--- src/rtl/dynamic_sieve_pkg.sv ---
// Shared definitions for the dynamic sieve stream format.
// The split producer and the sieve consumer both use these so command layouts agree.
package dynamic_sieve_pkg;

    function automatic int unsigned pos_width(input int unsigned w_data);
        return $clog2(w_data) + 1;
    endfunction

    localparam int unsigned SIEVE_W_DATA = 16;
    localparam int unsigned SIEVE_W_POS  = pos_width(SIEVE_W_DATA);

    // One sieve command, MSB-first: {high_pos, low_pos, data}
    typedef struct packed {
        logic [SIEVE_W_POS-1:0]  high_pos;
        logic [SIEVE_W_POS-1:0]  low_pos;
        logic [SIEVE_W_DATA-1:0] data;
    } sieve_cmd_t;

endpackage

--- src/rtl/dynamic_sieve_split_out_reg.sv ---
// One-entry valid/ready register slice (no bypass): registered output, full
// throughput when the downstream drains and reloads in the same cycle.
module dti_out_reg #(
    parameter int unsigned W = 8
) (
    input  logic         clk,
    input  logic         rst,
    input  logic [W-1:0] up_data,
    input  logic         up_valid,
    output logic         up_ready,
    output logic [W-1:0] dn_data,
    output logic         dn_valid,
    input  logic         dn_ready
);

    assign up_ready = !dn_valid || dn_ready;

    always_ff @(posedge clk or posedge rst) begin
        if (rst) begin
            dn_valid <= 1'b0;
            dn_data  <= '0;
        end else if (up_ready) begin
            dn_valid <= up_valid;
            if (up_valid) begin
                dn_data <= up_data;
            end
        end
    end

endmodule

--- src/rtl/dynamic_sieve_split.sv ---
// Splits one data word into per-field sieve commands {high_pos, low_pos, data}, fields packed LSB-first.
// Define SIEVE_SPLIT_OVF_ERR_EN to add the sticky err output flagging field overruns.
module dynamic_sieve_split
    import dynamic_sieve_pkg::*;
#(
    parameter  int unsigned W_DATA = 16,
    localparam int unsigned W_POS  = pos_width(W_DATA)
) (
    input  logic                      clk,
    input  logic                      rst,
    input  logic [W_DATA-1:0]         din_data,
    input  logic                      din_dvalid,
    output logic                      din_dready,
    input  logic [W_POS-1:0]          cfg_data,
    input  logic                      cfg_dvalid,
    input  logic                      cfg_eot,
    output logic                      cfg_dready,
    output logic [W_DATA+2*W_POS-1:0] dout_data,
    output logic                      dout_dvalid,
    output logic                      dout_eot,
    input  logic                      dout_dready
`ifdef SIEVE_SPLIT_OVF_ERR_EN
    ,
    output logic                      err
`endif
);

    localparam int unsigned    W_CMD = W_DATA + 2*W_POS;
    localparam logic [W_POS:0] TOP   = (W_POS+1)'(W_DATA);
    localparam logic [W_POS:0] ONE   = (W_POS+1)'(1);

    logic [W_POS-1:0] pos;
    logic [W_POS:0]   sum;
    logic [W_POS-1:0] high_pos;
    logic [W_POS-1:0] low_pos;
    logic             last;
    logic             reg_ready;
    logic             slot_ready;
    logic             fire;
    logic [W_CMD:0]   cmd_in;
    logic [W_CMD:0]   cmd_out;

    always_comb begin
        sum  = {1'b0, pos} + {1'b0, cfg_data};
        last = cfg_eot || (sum >= TOP);
        // A zero-length field encodes an empty mask: low above high.
        if (cfg_data == '0) begin
            low_pos  = W_POS'(W_DATA);
            high_pos = '0;
        end else begin
            low_pos  = pos;
            high_pos = (sum >= TOP) ? W_POS'(W_DATA - 1) : W_POS'(sum - ONE);
        end
    end

    assign slot_ready = reg_ready && !rst;
    assign fire       = din_dvalid && cfg_dvalid && slot_ready;
    assign cfg_dready = din_dvalid && slot_ready;
    assign din_dready = fire && last;
    assign cmd_in     = {high_pos, low_pos, din_data, last};

    always_ff @(posedge clk or posedge rst) begin
        if (rst) begin
            pos <= '0;
        end else if (fire) begin
            pos <= last ? '0 : sum[W_POS-1:0];
        end
    end

    dti_out_reg #(
        .W(W_CMD + 1)
    ) u_out_reg (
        .clk      (clk),
        .rst      (rst),
        .up_data  (cmd_in),
        .up_valid (fire),
        .up_ready (reg_ready),
        .dn_data  (cmd_out),
        .dn_valid (dout_dvalid),
        .dn_ready (dout_dready)
    );

    assign dout_data = cmd_out[W_CMD:1];
    assign dout_eot  = cmd_out[0];

`ifdef SIEVE_SPLIT_OVF_ERR_EN
    logic fill_pend;
    logic err_set;

    // After an exact fill without eot, a cfg entry waiting with no word behind it is a stray field.
    assign err_set = (fire && (sum > TOP)) || (fill_pend && cfg_dvalid && !din_dvalid);

    always_ff @(posedge clk or posedge rst) begin
        if (rst) begin
            err       <= 1'b0;
            fill_pend <= 1'b0;
        end else begin
            fill_pend <= fire && !cfg_eot && (sum == TOP);
            if (err_set) begin
                err <= 1'b1;
            end
            assert (!(err_set && !err))
                else $warning("dynamic_sieve_split: field overrun past word top");
        end
    end
`endif

endmodule

--- config.mk ---
export PLATFORM = sky130hd
export DESIGN_NAME = dynamic_sieve_split
export DESIGN_NICKNAME = d
export VERILOG_FILES = /design/src/rtl/dynamic_sieve_pkg.sv /design/src/rtl/dynamic_sieve_split_out_reg.sv /design/src/rtl/dynamic_sieve_split.sv
export SDC_FILE = /design/constraint.sdc
export NUM_CORES = 1
export LEC_CHECK = 0
export ABC_AREA = 1
export ABC_CLOCK_PERIOD_IN_PS = 5300
export CAP_MARGIN = 20
export CORE_UTILIZATION = 50
export DETAILED_ROUTE_END_ITERATION = 8
export HOLD_SLACK_MARGIN = 0.15
export PLACE_DENSITY = 0.85
export SETUP_SLACK_MARGIN = 0.4
export SLEW_MARGIN = 10
export SYNTH_ARGS = -nofsm -noshare
export SYNTH_HDL_FRONTEND = slang
export SYNTH_HIERARCHICAL = 1
export SYNTH_SLANG_ARGS = --single-unit
--- constraint.sdc ---
create_clock -name clk -period 5.3 [get_ports clk]
set_input_delay 1.06 -clock clk [delete_from_list [all_inputs] [get_ports clk]]
set_output_delay 1.06 -clock clk [all_outputs]
set_load 0.02 [all_outputs]
==> results.txt, run 1 <==
----------------------------------------------------
[GRT]
  Via count of the first global-routing pass ... 1568
  Wire length of the first global-routing pass ... 7170 µm
  Overall routing resource usage ... 0.235
  Overflow left after global routing ... 0
  Pin count of the biggest net entering global routing ... 31
  Antenna violations before repair ... 0

[Clock network]
  TritonCTS buffer count ... 5
  Count of H-tree levels built during CTS ... 2
  Clk_lat worst skew ... 0.29 ns
  Post-CTS setup repair buffer count ... 0
  Clock-pin transition on the worst setup and hold timing paths ... 0.06 ns
  Quantity of gates resized following cts ... 0
  Clock Sink Count ... 33
  Number of buffers between clock root and the deepest sink ... 2
  Number of buffers added to fix hold violations after cts ... 0
  Clk Tree Root Cell ... clkbuf_8
  TritonCTS clock tree ... yes

[Die]
  Vertical extent of the die ... 63.0 µm
  Die area ... 3970 µm²
  Die W ... 63.0 µm
  Row cnt ... 21
  Initial Utilization ... 0.541
  Ports ... 57
  Placeable core area ... 3440 µm²

[Logic synthesis]
  Synth Net Count ... 267
  Share of synthesized area occupied by flip-flops and latches ... 0.444
  Average footprint of a synthesized cell ... 7.99 µm²
  FF+latch count, synth ... 33
  Count of unique library cells instantiated by Yosys ... 26
  Total number of yosys warnings ... 6
  Number of instances in the synthesized netlist ... 233
  Netlist area before placement ... 1860 µm²

[Power]
  Total power density per cell area ... 354 nW/µm²
  Total leakage power ... 1.34 nW
  Largest voltage drop on the vdd net ... 0.230 mV
  Overall Power ... 903 µW

[Drt]
  DR vias/cell ... 4.96
  Average wire per standard cell ... 12.5 µm
  DRT antenna net count ... 0
  Total DRC errors in the routed layout ... 0
  Overall via count from detail_route ... 1670
  Wire length after detailed routing ... 4230 µm
  First drt pass iteration count ... 5
  DR iter-0 viols ... 93

[Worst hold path]
  Hold Crit Start ... u_out_reg/dn_data[12]
  Worst hold path type ... flop to flop

[Critical path]
  Data arrival at the endpoint of the critical path ... 3.52 ns
  Category of the critical setup timing path ... input port to primary output
  Critical Path End Type ... primary output
  Maximum fanout along the worst path ... 6
  First element of the critical path ... cfg_data[0]
  Cell with the largest stage delay on the worst path ... clkdlybuf4s50_1
  Crit path cell chain ... clkdlybuf4s50_1, ha_1, clkinv_1, fa_1, inv_1, nand2_1, nand2_1, nand3_1, nand2_2, nand2_4, o21ai_1, inv_1, clkdlybuf4s50_1
  Buf+Inv Stages, Crit Path ... 5
  Data required time of the worst path ... 4.24 ns
  Longest individual stage delay on the worst path ... 0.53 ns
  Nature of the critical path startpoint ... input port
  Top Family by Delay on Critical Path ... buffers and inverters
  Source of the worst register-to-register timing path ... u_out_reg/dn_valid

[STA]
  Worst max-slew margin expressed relative to the limit ... 0.742
  Count of final hold-check violations ... 0
  Final critical delay including setup and external delays ... 4.58 ns
  RSZ-0062 raised after global routing ... false
  Worst slew pin tran ... 0.386 ns
  Total negative slack ... 0 ns
  Setup-violating endpoint count in the final report ... 0
  Maximum achievable frequency ... 218 MHz
  Number of max-slew violations in the final report ... 0
  Setup Skew ... 0.00988 ns
  Fin crit share ... 0.865

[Finish]
  Final non-filler cell area ... 2550 µm²
  Fraction of final layout cells with drive strength greater than 1 ... 0.0928
  Number of fillers in the final layout ... 268
  Final net count ... 324
  Multi-input combinational cell area ... 855 µm²
  Combined flip-flop and latch cell area ... 826 µm²
  Utilization after layout ... 0.741
  Count of antenna diodes in the layout ... 0
  P&R area growth vs syn ... 37.0%
  Final standard cell count with taps included and fillers excluded ... 337

[Place]
  Area after DPL ... 2410 µm²
  Count of port buffers added during placement ... 56
  Number of placed cells counting well taps ... 328
  Weighted congestion reported at the end of routability-driven placement ... 0.970
  DP HPWL ... 2960 µm

[Outcome]
  Result of the run ... finished, final reports clean

[Run]
  Max-cap violations ... 0

----------------------------------------------------
==> area by class of cell <==
class / count / share of cell area
inverter: 27 / 0.0397
timing repair buffer: 58 / 0.233
sequential: 33 / 0.324
clock buffer: 7 / 0.0338
clock inverter: 1 / 0.0118
tap: 46 / 0.0226
multi-input combinational: 165 / 0.335
==> report_power, final <==
| part | leakage (nW) | total (mW) | internal (mW) | switching [mW] |
|---|---|---|---|---|
| Sequential | 0.423 | 0.328 | 0.300 | 0.0287 |
| Combinational | 0.856 | 0.333 | 0.148 | 0.185 |
| Clock | 0.0585 | 0.242 | 0.153 | 0.0886 |
| Total | 1.34 | 0.903 | 0.601 | 0.302 |
==> logic make-up (layout without fill, tap and decap cells) <==
kind of cell / after synthesis / after routing / synth area share
XOR/XNOR: 1 / 1 / 0.00471
AO/OA/AOI/OAI: 8 / 8 / 0.0215
adder cells (fa/ha/maj): 7 / 7 / 0.0511
buffers and inverters: 35 / 93 / 0.0974
flip-flops: 33 / 33 / 0.444
AND/OR/NAND/NOR: 149 / 149 / 0.382
==> worst reg2reg max path, stage by stage, from the launching register on <==
cell and delay, ns:
dfrtp_1 0.41, nand2_4 0.32, nand2_1 0.12, nor2_2 0.11
nand2_1 0.15, inv_1 0.11, buf_4 0.36, nand2_4 0.26
nand2_1 0.15, nand2_1 0.08
==> layout by cell type (no fill, tap or decap), types with 2 or more instances in the layout <==
cell,count
nand3_2,10
clkbuf_8,6
nor2_1,9
a21oi_1,2
ha_1,6
nand2_1,88
inv_1,25
nand3_1,31
clkdlybuf4s50_1,56
dfrtp_1,33
nand2_4,3
o21ai_1,6
==> Yosys cell counts (all sizes together) <==
library cell  instances  area [µm²]
nand2                92         370
fa                    1        20.0
ha                    6        75.1
nor2                 11        51.3
xor2                  1        8.76
nand3                41         255
dfrtp                33         826
or2                   2        12.5
clkinv                1        3.75
o21ai                 6        30.0
a21oi                 2        10.0
buf                   8        80.1
inv                  26        97.6
nor3                  2        15.0
nand4                 1        6.26
==> flip-flops by register name, indices dropped and copies added, names as in the netlist <==
name,cells
pos,5
u_out_reg/dn_data,27
u_out_reg/dn_valid,1
==> per-layer routing <==
layer	global-route usage	vias up	wire length (µm)
li1	-	843	-
met1	0.296	769	1800
met2	0.397	47	2180
met3	0.0420	11	160
met4	0.0872	0	82
met5	0	-	0
==> final timing paths <==
path | to | slack, ns | depth (start not counted)
worst max-delay path | din_dready | 0.72 | 13
worst min-delay path | u_out_reg/dn_data[12] | 0.47 | 2
worst max register to register | u_out_reg/dn_data[25] | 3.14 | 9
worst min register to register | u_out_reg/dn_data[12] | 0.47 | 2
max in group asynchronous | u_out_reg/dn_data[23] | 3.79 | 3
min in group asynchronous | pos[4] | 1.05 | 2
==> per-stage QoR <==
| stage | hold slack [ns] | setup WS, ns |
|---|---|---|
| after global placement | 0.453 | 0.800 |
| final | 0.469 | 0.717 |
| after CTS | 0.473 | 0.742 |
| after global routing | 0.494 | 0.585 |
| after floorplan | 0.475 | 1.84 |
| after detailed placement | 0.457 | 0.743 |
Power figures use the tool's default switching activity.
==> run 2: changes to the inputs <==
--- a/config.mk
+++ b/config.mk
@@ -13,7 +13,6 @@
 export HOLD_SLACK_MARGIN = 0.15
 export PLACE_DENSITY = 0.85
 export SETUP_SLACK_MARGIN = 0.4
-export SLEW_MARGIN = 10
 export SYNTH_ARGS = -nofsm -noshare
 export SYNTH_HDL_FRONTEND = slang
 export SYNTH_HIERARCHICAL = 1
==> run 2 against run 1 <==
  * Count of clock-buffer cells in the layout stayed put
  * Maximum frequency hardly changed
  * Die area stayed put
  * Worst hold slack hardly changed
  * Sequential cell count stayed put
  * Sequential share of layout area stayed put
  * Critical path depth stayed put
  * Critical endpoint unchanged
  * Highest routed layer unchanged
==> results.txt, run 2 (synthesis gave the netlist of run 1 again) <==
----------------------------------------------------
[Critical path]
  Critical Path End Type ... primary output
  Nature of the critical path startpoint ... input port
  Category of the critical setup timing path ... input port to primary output
  Maximum fanout along the worst path ... 6 (unchanged)
  Data arrival at the endpoint of the critical path ... 3.52 ns (about the same)
  Data required time of the worst path ... 4.24 ns (about the same)

[Clock network]
  Post-CTS setup repair buffer count ... 0 (unchanged)
  Quantity of gates resized following cts ... 0 (unchanged)
  Clock-pin transition on the worst setup and hold timing paths ... 0.06 ns (about the same)
  Clock Sink Count ... 33 (unchanged)
  Count of H-tree levels built during CTS ... 2 (unchanged)
  Number of buffers added to fix hold violations after cts ... 0 (unchanged)
  TritonCTS clock tree ... yes
  Clk Tree Root Cell ... clkbuf_8
  TritonCTS buffer count ... 5 (unchanged)
  Number of buffers between clock root and the deepest sink ... 2 (unchanged)
  Clk_lat worst skew ... 0.29 ns (about the same)

[GRT]
  Antenna violations before repair ... 0 (unchanged)
  Overall routing resource usage ... 0.235 (unchanged)
  Via count of the first global-routing pass ... 1568 (unchanged)
  Pin count of the biggest net entering global routing ... 31 (unchanged)
  Overflow left after global routing ... 0 (unchanged)
  Wire length of the first global-routing pass ... 7170 µm (unchanged)

[STA]
  Total negative slack ... 0 ns (unchanged)
  Count of final hold-check violations ... 0 (unchanged)
  Final critical delay including setup and external delays ... 4.58 ns (+0.000576 ns)
  Setup Skew ... 0.0107 ns (+0.000862 ns)
  Fin crit share ... 0.865 (about the same)
  Worst max-slew margin expressed relative to the limit ... 0.744 (+0.00178)
  Post-route setup slack ... 0.717 ns (-0.000576 ns)
  Worst slew pin tran ... 0.383 ns (-0.00266 ns)
  Setup-violating endpoint count in the final report ... 0 (unchanged)
  Maximum achievable frequency ... 218 MHz (about the same)
  RSZ-0062 raised after global routing ... false
  Number of max-slew violations in the final report ... 0 (unchanged)

[Finish]
  Multi-input combinational cell area ... 855 µm² (unchanged)
  Fraction of final layout cells with drive strength greater than 1 ... 0.0928 (unchanged)
  Registers with the most flip-flops ... u_out_reg/dn_data x27, pos x5, u_out_reg/dn_valid x1
  Most common cell after layout, fill and taps aside ... nand2_1
  Number of fillers in the final layout ... 268 (unchanged)
  Number of flip-flops under the largest register name ... 27 (unchanged)
  Count of antenna diodes in the layout ... 0 (unchanged)
  Register name with the most flops ... u_out_reg/dn_data
  Highest-count cells in the layout ignoring fill and taps ... nand2_1 (88), clkdlybuf4s50_1 (56), dfrtp_1 (33)
  P&R area growth vs syn ... 37.0% (unchanged)
  Combined flip-flop and latch cell area ... 826 µm² (unchanged)
  Final net count ... 324 (unchanged)

[Drt]
  DRT antenna net count ... 0 (unchanged)
  Overall via count from detail_route ... 1674 (+0.24%)
  Total DRC errors in the routed layout ... 0 (unchanged)
  Average wire per standard cell ... 12.6 µm (+0.17%)
  DR vias/cell ... 4.97 (+0.24%)
  Wire length after detailed routing ... 4230 µm (+0.17%)
  First drt pass iteration count ... 5 (unchanged)
  DR iter-0 viols ... 114 (+23%)

[Power]
  Total internal power ... 601 µW (about the same)
  Largest voltage drop on the vdd net ... 0.231 mV (+0.50%)
  Total leakage power ... 1.34 nW (unchanged)
  Net switching component of the power ... 304 µW (+0.43%)
  Combinational share of power ... 0.368 (about the same)
  Sequential group share of total power ... 0.363 (about the same)
  Sw Ratio ... 0.336 (+0.000967)
  Total power density per cell area ... 355 nW/µm² (+0.14%)
  Proportion of power drawn by the clock network ... 0.269 (about the same)

[Die]
  Vertical extent of the die ... 63.0 µm (unchanged)
  Die area ... 3970 µm² (unchanged)
  Initial Utilization ... 0.541 (unchanged)
  Row cnt ... 21 (unchanged)
  Die W ... 63.0 µm (unchanged)
  Ports ... 57 (unchanged)
  Placeable core area ... 3440 µm² (unchanged)

[Worst hold path]
  Worst hold path type ... flop to flop

[Place]
  Weighted congestion reported at the end of routability-driven placement ... 0.970 (unchanged)
  DP HPWL ... 2960 µm (unchanged)
  Count of port buffers added during placement ... 56 (unchanged)
  Pre-CTS setup slack ... 0.743 ns (unchanged)

[Run]
  Max-cap violations ... 0 (unchanged)

[Outcome]
  Result of the run ... finished, final reports clean

----------------------------------------------------
## run 2: cell counts in the layout (fill, tap and decap cells not counted)
No cell type changed its count.
## run 2: worst max-delay path, stage by stage
cell             delay (ns)
clkdlybuf4s50_1        0.48
ha_1                   0.20
clkinv_1               0.12
fa_1                   0.42
inv_1                  0.11
nand2_1                0.08
nand2_1                0.07
nand3_1                0.07
nand2_2                0.13
nand2_4                0.08
o21ai_1                0.12
inv_1                  0.05
clkdlybuf4s50_1        0.53
## run 2: area by class of cell
class | count | share of cell area
Tap cell | 46 | 0.0226
Multi-Input combinational cell | 165 | 0.335
Timing Repair Buffer | 58 | 0.233
Inverter | 27 | 0.0397
Sequential cell | 33 | 0.324
Clock inverter | 1 | 0.0118
Clock buffer | 7 | 0.0338
## run 2: metrics by stage
step / instances / hold slack (ns) / cell area (µm²) / power [mW] / utilization
6_report: 337 / 0.469 / 2550 / 0.905 / 0.741
5_1_grt: 337 / 0.494 / 2550 / 0.958 / 0.741
4_1_cts: 336 / 0.473 / 2520 / 0.908 / 0.733
3_5_place_dp: 328 / 0.457 / 2410 / 0.660 / 0.699
3_3_place_gp: 328 / 0.453 / 2410 / 0.652 / 0.699
2_1_floorplan: 233 / 0.475 / 1860 / 0.522 / -
## run 2: metal layers
| metal | global-route usage | routed length, µm | vias to the layer above |
|---|---|---|---|
| met5 | 0 | 0 | - |
| met3 | 0.0420 | 208 | 9 |
| met2 | 0.397 | 2160 | 55 |
| li1 | - | - | 844 |
| met1 | 0.296 | 1800 | 766 |
| met4 | 0.0872 | 64 | 0 |
## run 2: final timing paths
kind,start,to,slack (ns),cells past startpoint
setup / recovery,cfg_data[0],din_dready,0.72,13
min in group asynchronous,rst,u_out_reg/dn_data[20],1.05,2
hold / removal,u_out_reg/dn_data[12],u_out_reg/dn_data[12],0.47,2
hold reg to reg,u_out_reg/dn_data[12],u_out_reg/dn_data[12],0.47,2
setup reg to reg,u_out_reg/dn_valid,u_out_reg/dn_data[25],3.12,9
max in group asynchronous,rst,u_out_reg/dn_data[23],3.87,3
## run 2: power groups by stage
stage,Sequential [mW],Clock [mW],Combinational (mW)
6_report,0.328,0.243,0.333
5_1_grt,0.334,0.258,0.366
4_1_cts,0.329,0.248,0.332
3_5_place_dp,0.332,0,0.329
3_3_place_gp,0.329,0,0.323
2_1_floorplan,0.383,0,0.138
==> run 3: changes to the inputs <==
--- a/config.mk
+++ b/config.mk
@@ -17,3 +17,4 @@
 export SYNTH_HDL_FRONTEND = slang
 export SYNTH_HIERARCHICAL = 1
 export SYNTH_SLANG_ARGS = --single-unit
+export TNS_END_PERCENT = 100
==> results of run 3 <==
Same layout as run 2: the final DEF is identical, and so are final timing and power.
